===== src/rtl/sram_bank_sequencer.sv =====
// Transaction sequencer for the 16x32 two-port adiabatic SRAM bank, timed to the 10-phase Bennett clock.
// Optional read/write completion counters are enabled by defining SRAM_SEQ_PERF_EN.
module sram_bank_sequencer #(
  parameter int unsigned WIDTH = 10
) (
  input  logic              clk,
  input  logic              reset,
  input  logic [WIDTH-1:0]  clkpos,
  input  logic              req_valid,
  output logic              req_ready,
  input  logic              req_write,
  input  logic [4:0]        req_addr_a,
  input  logic [4:0]        req_addr_b,
  input  logic [15:0]       req_wdata,
  output logic              rsp_valid,
  output logic [15:0]       rsp_rdata_a,
  output logic [15:0]       rsp_rdata_b,
  output logic [4:0]        Addr_A,
  output logic [4:0]        Addr_B,
  output logic [15:0]       in,
  output logic              ReadEn,
  output logic              WriteEn,
  output logic              RegWrtBar,
  input  logic [15:0]       outA,
  input  logic [15:0]       outB
`ifdef SRAM_SEQ_PERF_EN
  ,
  output logic [15:0]       rd_count,
  output logic [15:0]       wr_count
`endif
);

  typedef enum logic [2:0] {
    IDLE,
    WAIT_ADDR,
    WAIT_DATA,
    WAIT_CTRL,
    WAIT_EN,
    WAIT_END,
    WAIT_CAP
  } state_e;

  state_e           state_q;
  logic [WIDTH-1:0] ph_q;
  logic [WIDTH-1:0] rise;
  logic [WIDTH-1:0] fall;
  logic             unused_edges;

  logic             ready_q;
  logic             wr_q;
  logic [4:0]       lat_addr_a_q;
  logic [4:0]       lat_addr_b_q;
  logic [15:0]      lat_wdata_q;
  logic             r9_q;

  logic [4:0]       addr_a_q;
  logic [4:0]       addr_b_q;
  logic [15:0]      din_q;
  logic             ren_q;
  logic             wen_q;
  logic             rwb_q;
  logic             rsp_valid_q;
  logic [15:0]      rdata_a_q;
  logic [15:0]      rdata_b_q;

  assign rise = clkpos & ~ph_q;
  assign fall = ~clkpos & ph_q;
  // Only a handful of phase edges sequence the bank; the rest are intentionally ignored.
  assign unused_edges = ^{rise, fall};

  always_ff @(posedge clk or negedge reset) begin
    if (!reset) begin
      state_q      <= IDLE;
      ph_q         <= '0;
      ready_q      <= 1'b1;
      wr_q         <= 1'b0;
      lat_addr_a_q <= '0;
      lat_addr_b_q <= '0;
      lat_wdata_q  <= '0;
      r9_q         <= 1'b0;
      addr_a_q     <= '0;
      addr_b_q     <= '0;
      din_q        <= '0;
      ren_q        <= 1'b0;
      wen_q        <= 1'b0;
      rwb_q        <= 1'b0;
      rsp_valid_q  <= 1'b0;
      rdata_a_q    <= '0;
      rdata_b_q    <= '0;
    end else begin
      ph_q        <= clkpos;
      rsp_valid_q <= 1'b0;
      unique case (state_q)
        IDLE: begin
          // Phase edges seen in the accept cycle are ignored, so a request
          // arriving with rise[2] waits for the next Bennett cycle.
          if (req_valid && ready_q) begin
            ready_q      <= 1'b0;
            wr_q         <= req_write;
            lat_addr_a_q <= req_addr_a;
            lat_addr_b_q <= req_addr_b;
            lat_wdata_q  <= req_wdata;
            r9_q         <= 1'b0;
            state_q      <= WAIT_ADDR;
          end else begin
            ready_q <= 1'b1;
          end
        end
        WAIT_ADDR: begin
          if (rise[2]) begin
            addr_a_q <= lat_addr_a_q;
            addr_b_q <= lat_addr_b_q;
            state_q  <= WAIT_DATA;
          end
        end
        WAIT_DATA: begin
          if (rise[4]) begin
            din_q   <= wr_q ? lat_wdata_q : 16'h0000;
            state_q <= WAIT_CTRL;
          end
        end
        WAIT_CTRL: begin
          if (rise[6]) begin
            if (wr_q) rwb_q <= 1'b1;
            else      ren_q <= 1'b1;
            state_q <= WAIT_EN;
          end
        end
        WAIT_EN: begin
          if (rise[8]) begin
            if (wr_q) wen_q <= 1'b1;
            else      ren_q <= 1'b0;
            state_q <= WAIT_END;
          end
        end
        WAIT_END: begin
          // Writes need both rise[9] and the later fall[9]; r9_q remembers the first.
          if (wr_q) begin
            if (rise[9]) begin
              wen_q <= 1'b0;
              r9_q  <= 1'b1;
            end else if (r9_q && fall[9]) begin
              rwb_q   <= 1'b0;
              r9_q    <= 1'b0;
              state_q <= IDLE;
            end
          end else if (rise[9]) begin
            state_q <= WAIT_CAP;
          end
        end
        WAIT_CAP: begin
          if (fall[0]) begin
            rdata_a_q   <= outA;
            rdata_b_q   <= outB;
            rsp_valid_q <= 1'b1;
            state_q     <= IDLE;
          end
        end
        default: state_q <= IDLE;
      endcase
    end
  end

  assign req_ready   = ready_q;
  assign rsp_valid   = rsp_valid_q;
  assign rsp_rdata_a = rdata_a_q;
  assign rsp_rdata_b = rdata_b_q;
  assign Addr_A      = addr_a_q;
  assign Addr_B      = addr_b_q;
  assign in          = din_q;
  assign ReadEn      = ren_q;
  assign WriteEn     = wen_q;
  assign RegWrtBar   = rwb_q;

`ifdef SRAM_SEQ_PERF_EN
  logic        wr_done;
  logic        rd_done;
  logic [15:0] rd_cnt_q;
  logic [15:0] rd_cnt_d;
  logic [15:0] wr_cnt_q;
  logic [15:0] wr_cnt_d;

  assign wr_done = (state_q == WAIT_END) && wr_q && r9_q && fall[9];
  assign rd_done = (state_q == WAIT_CAP) && fall[0];

  always_comb begin
    rd_cnt_d = rd_cnt_q;
    wr_cnt_d = wr_cnt_q;
    if (rd_done && (rd_cnt_q != '1)) rd_cnt_d = rd_cnt_q + 16'd1;
    if (wr_done && (wr_cnt_q != '1)) wr_cnt_d = wr_cnt_q + 16'd1;
  end

  always_ff @(posedge clk or negedge reset) begin
    if (!reset) begin
      rd_cnt_q <= '0;
      wr_cnt_q <= '0;
    end else begin
      rd_cnt_q <= rd_cnt_d;
      wr_cnt_q <= wr_cnt_d;
    end
  end

  assign rd_count = rd_cnt_q;
  assign wr_count = wr_cnt_q;
`endif

endmodule


===== config.mk =====
export PLATFORM = sky130hd
export DESIGN_NAME = sram_bank_sequencer
export DESIGN_NICKNAME = d
export VERILOG_FILES = /design/src/rtl/sram_bank_sequencer.sv
export SDC_FILE = /design/constraint.sdc
export NUM_CORES = 1
export LEC_CHECK = 0
export CELL_PAD_IN_SITES_DETAIL_PLACEMENT = 1
export CELL_PAD_IN_SITES_GLOBAL_PLACEMENT = 2
export CORE_MARGIN = 5
export CORE_UTILIZATION = 30
export DETAILED_ROUTE_END_ITERATION = 8
export HOLD_SLACK_MARGIN = 0.02
export PLACE_DENSITY = 0.88
export SLEW_MARGIN = 20
export SYNTH_ARGS = -nofsm -noshare
export SYNTH_HDL_FRONTEND = slang
export SYNTH_SLANG_ARGS = --single-unit

===== constraint.sdc =====
create_clock -name clk -period 2.3 [get_ports clk]
set_clock_uncertainty 0.2 [all_clocks]
set_input_delay 0.23 -clock clk [delete_from_list [all_inputs] [get_ports clk]]
set_output_delay 0.23 -clock clk [all_outputs]
set_load 0.01 [all_outputs]

==> flow_summary.ini <==
[sta]
tns_ns = 0
fin_ws_ns = 0.205
period_share = 0.911
max_clock_freq_ghz = 0.477
fin_crit_ns = 2.09
final_hold_viol_count = 0
slew_headroom = 0.618
setup_viol = 0
worst_pin_slew_ns = 0.573
final_max_slew_viol_count = 0
rsz0062_at_grt = no

[routing]
vias = 2774
viasPerCell = 4.55
route.detailed.wl_per_inst_um = 16.1
detail-route-antenna-nets = 0
wirelength_um = 9810
dr.first_iter.drc_count = 111
first_pass_iters = 4
remaining_drc_errors = 0

[grt]
grt_max_degree = 50
track_usage = 0.128
grt_overflow = 0
use_met1 = 0.149
grt_util_met2 = 0.228
grt_pass1_vias = 3175
antenna_found_initial = 0
met3_usage = 0.0334
grt_most_used_layer = met2
grt_pass1_wl_um = 16300

[placed_design]
hpwl_um = 7150
dp.cells = 594
routabilityCongestion = 0.717
numPortBuffers = 130
place_ws_ns = 0.198
placed_area_um2 = 5540

[job]
max_cap_violations = 0

[cts]
clock_latency_ns = 0.34
cts.clk_slew.worst_paths_ns = 0.06
cts-buffers-inserted = 9
htree_num_levels = 3
cts_buffer_depth = 2
root_buffer = clkbuf_16
tritoncts = built
clock_sinks = 100
post_cts_buffers = 0

[run_status]
status = finished, final reports clean

[floorplanning]
core_um2 = 13200
die-area_um2 = 15900
die_h_um = 126
start_util = 0.305
num_rows = 42
fp.dieW_um = 126
num_io_pins = 135

[setup_path]
critPathKind = reg2reg
cp.required_ns = 2.31
cp-end-kind = flop
critPathLaunch = state_q[1]
r2r-start = state_q[1]
crit_fanout = 32
cp.arrival_ns = 2.11
crit_path_start_kind = flop

[power_and_ir_drop]
p_sw_w = 0.00216
vdd.ir_drop.worst_uv = 545
power.clock.fraction = 0.200
netSwitchingFraction = 0.307
comb_power_share = 0.388
pwr-share-seq = 0.413
p_int_w = 0.00487
powerDensity_nw_per_um2 = 1210
p_leak_nw = 2.47

[layout]
drive_above_1_share = 0.251
final_area_um2 = 5820
n_antenna_cell = 0
synthToLayoutAreaGrowth_pct = 44.1
finalNonFillerCells = 610
final_nets = 502

[synthesis]
synth_nets = 367
synth_area_per_cell_um2 = 13.7
ys_ff_latch = 100
ys_seq_area_frac = 0.620
synth_top_cell_by_area = dfrtp_1
syn-instance-count = 295
synth_cell_types = 37
netlist_area_um2 = 4040
yosys_warnings = 0
synth_area_leaders = dfrtp_1, mux2_2, nand2_1
netlist.area_leader.share = 0.613

[worst_hold_path]
min_path_type = in2reg
min_from = clkpos[6]
-- layout by cell type (no fill, tap or decap), types with 2 or more instances in the layout --
master | Yosys | final
a21oi_1 | 6 | 6
a32oi_1 | 2 | 2
buf_12 | 0 | 3
buf_4 | 4 | 7
clkbuf_1 | 2 | 2
clkbuf_16 | 0 | 9
clkbuf_8 | 0 | 2
clkdlybuf4s50_1 | 0 | 129
clkinv_2 | 0 | 2
dfrtp_1 | 99 | 99
inv_1 | 2 | 2
inv_2 | 2 | 2
mux2_2 | 68 | 68
nand2_1 | 37 | 37
nand2b_1 | 8 | 8
nand3_1 | 5 | 5
nor2_1 | 6 | 6
nor2b_1 | 2 | 2
o21ai_0 | 5 | 5
o21ai_1 | 3 | 3
o21ai_2 | 14 | 14
o41ai_1 | 2 | 2
-- logic make-up after synthesis --
family | count (synthesis) | share of synthesized area
mux | 69 | 0.192
flops | 100 | 0.620
xor+xnor | 1 | 0.00217
simple gates | 67 | 0.0833
buf+inv | 20 | 0.0347
compound gates | 38 | 0.0675
-- cell usage after synthesis --
cell       n
nand2b_1   8
dfrtp_1   99
nor4bb_1   1
mux2_1     1
a21o_1     1
a21boi_1   1
nand4_1    1
buf_6      6
and4b_1    1
a31oi_1    1
or4_1      1
o22ai_1    1
nand3_1    5
a21oi_1    6
buf_4      4
buf_2      4
nand2_1   37
and4_1     1
xnor2_1    1
and3b_1    1
mux2_2    68
inv_1      2
o41ai_1    2
o21ai_1    3
o32ai_1    1
dfstp_2    1
nor4_4     1
nor3b_1    1
a32oi_1    2
nor2b_1    2
clkbuf_1   2
o21ai_0    5
o221ai_1   1
nand3b_1   1
o21ai_2   14
nor2_1     6
inv_2      2
-- worst max-delay path, stage by stage (launching register included) --
cell and delay (ns):
dfrtp_1 0.60, inv_2 0.19, or4_1 0.50, buf_4 0.28, nand2_1 0.14, o21ai_2 0.06
-- power groups by stage --
stage	sequential, W	clock [W]	combinational [W]
3_3_place_gp	0.00289	0	0.00269
3_5_place_dp	0.00295	0	0.00277
5_1_grt	0.00300	0.00152	0.00296
6_report	0.00290	0.00140	0.00273
2_1_floorplan	0.00305	0	0.00124
4_1_cts	0.00292	0.00145	0.00279
-- sequential cells by signal, indices dropped and copies added (netlist names) --
name          cells
RegWrtBar         1
req_ready         1
state_q           3
in               16
lat_wdata_q      16
ReadEn            1
Addr_B            5
WriteEn           1
lat_addr_b_q      5
rsp_valid         1
r9_q              1
wr_q              1
rsp_rdata_b      16
lat_addr_a_q      5
ph_q              6
rsp_rdata_a      16
Addr_A            5
-- layer usage --
| metal | vias to the layer above | share of wire |
|---|---|---|
| li1 | 1307 | - |
| met1 | 1397 | 0.42 |
| met2 | 59 | 0.52 |
| met3 | 11 | 0.042 |
| met4 | 0 | 0.015 |
| met5 | - | 0 |
-- layout make-up --
class	instances	area (um2)
Clock inverter	2	10.0
Sequential cell	100	2500
Fill cell	1417	7420
Clock buffer	13	260
Multi-Input combinational cell	175	1400
Timing Repair Buffer	140	1410
Inverter	4	15.0
Tap cell	176	220
-- what timing repair did --
item | CTS | global route
endpoints found under the setup margin | 0 | 0
hold buffers | 1 | 0
hold endpoints to repair | 39 | 0
resized for setup | 0 | 0
-- through the flow --
| step | total power (W) | utilization | hold slack (ns) |
|---|---|---|---|
| finish | 0.00703 | 0.439 | 0.160 |
| global route | 0.00748 | 0.439 | 0.155 |
| CTS | 0.00715 | 0.439 | 0.147 |
| detailed placement | 0.00572 | 0.418 | 0.0717 |
| global placement | 0.00558 | 0.418 | 0.0614 |
| floorplan | 0.00428 | - | -0.266 |
-- path summary, 6_finish.rpt --
| path | end | slack (ns) | cells past startpoint |
|---|---|---|---|
| hold / removal | ph_q[6] | 0.16 | 1 |
| hold reg to reg | in[8] | 0.28 | 2 |
| max in group asynchronous | Addr_A[0] | 0.99 | 3 |
| setup reg to reg | in[11] | 0.21 | 5 |
| min in group asynchronous | rsp_rdata_b[5] | 0.24 | 2 |
| setup / recovery | in[11] | 0.21 | 5 |
No activity file was read; power rests on OpenSTA's default activity.
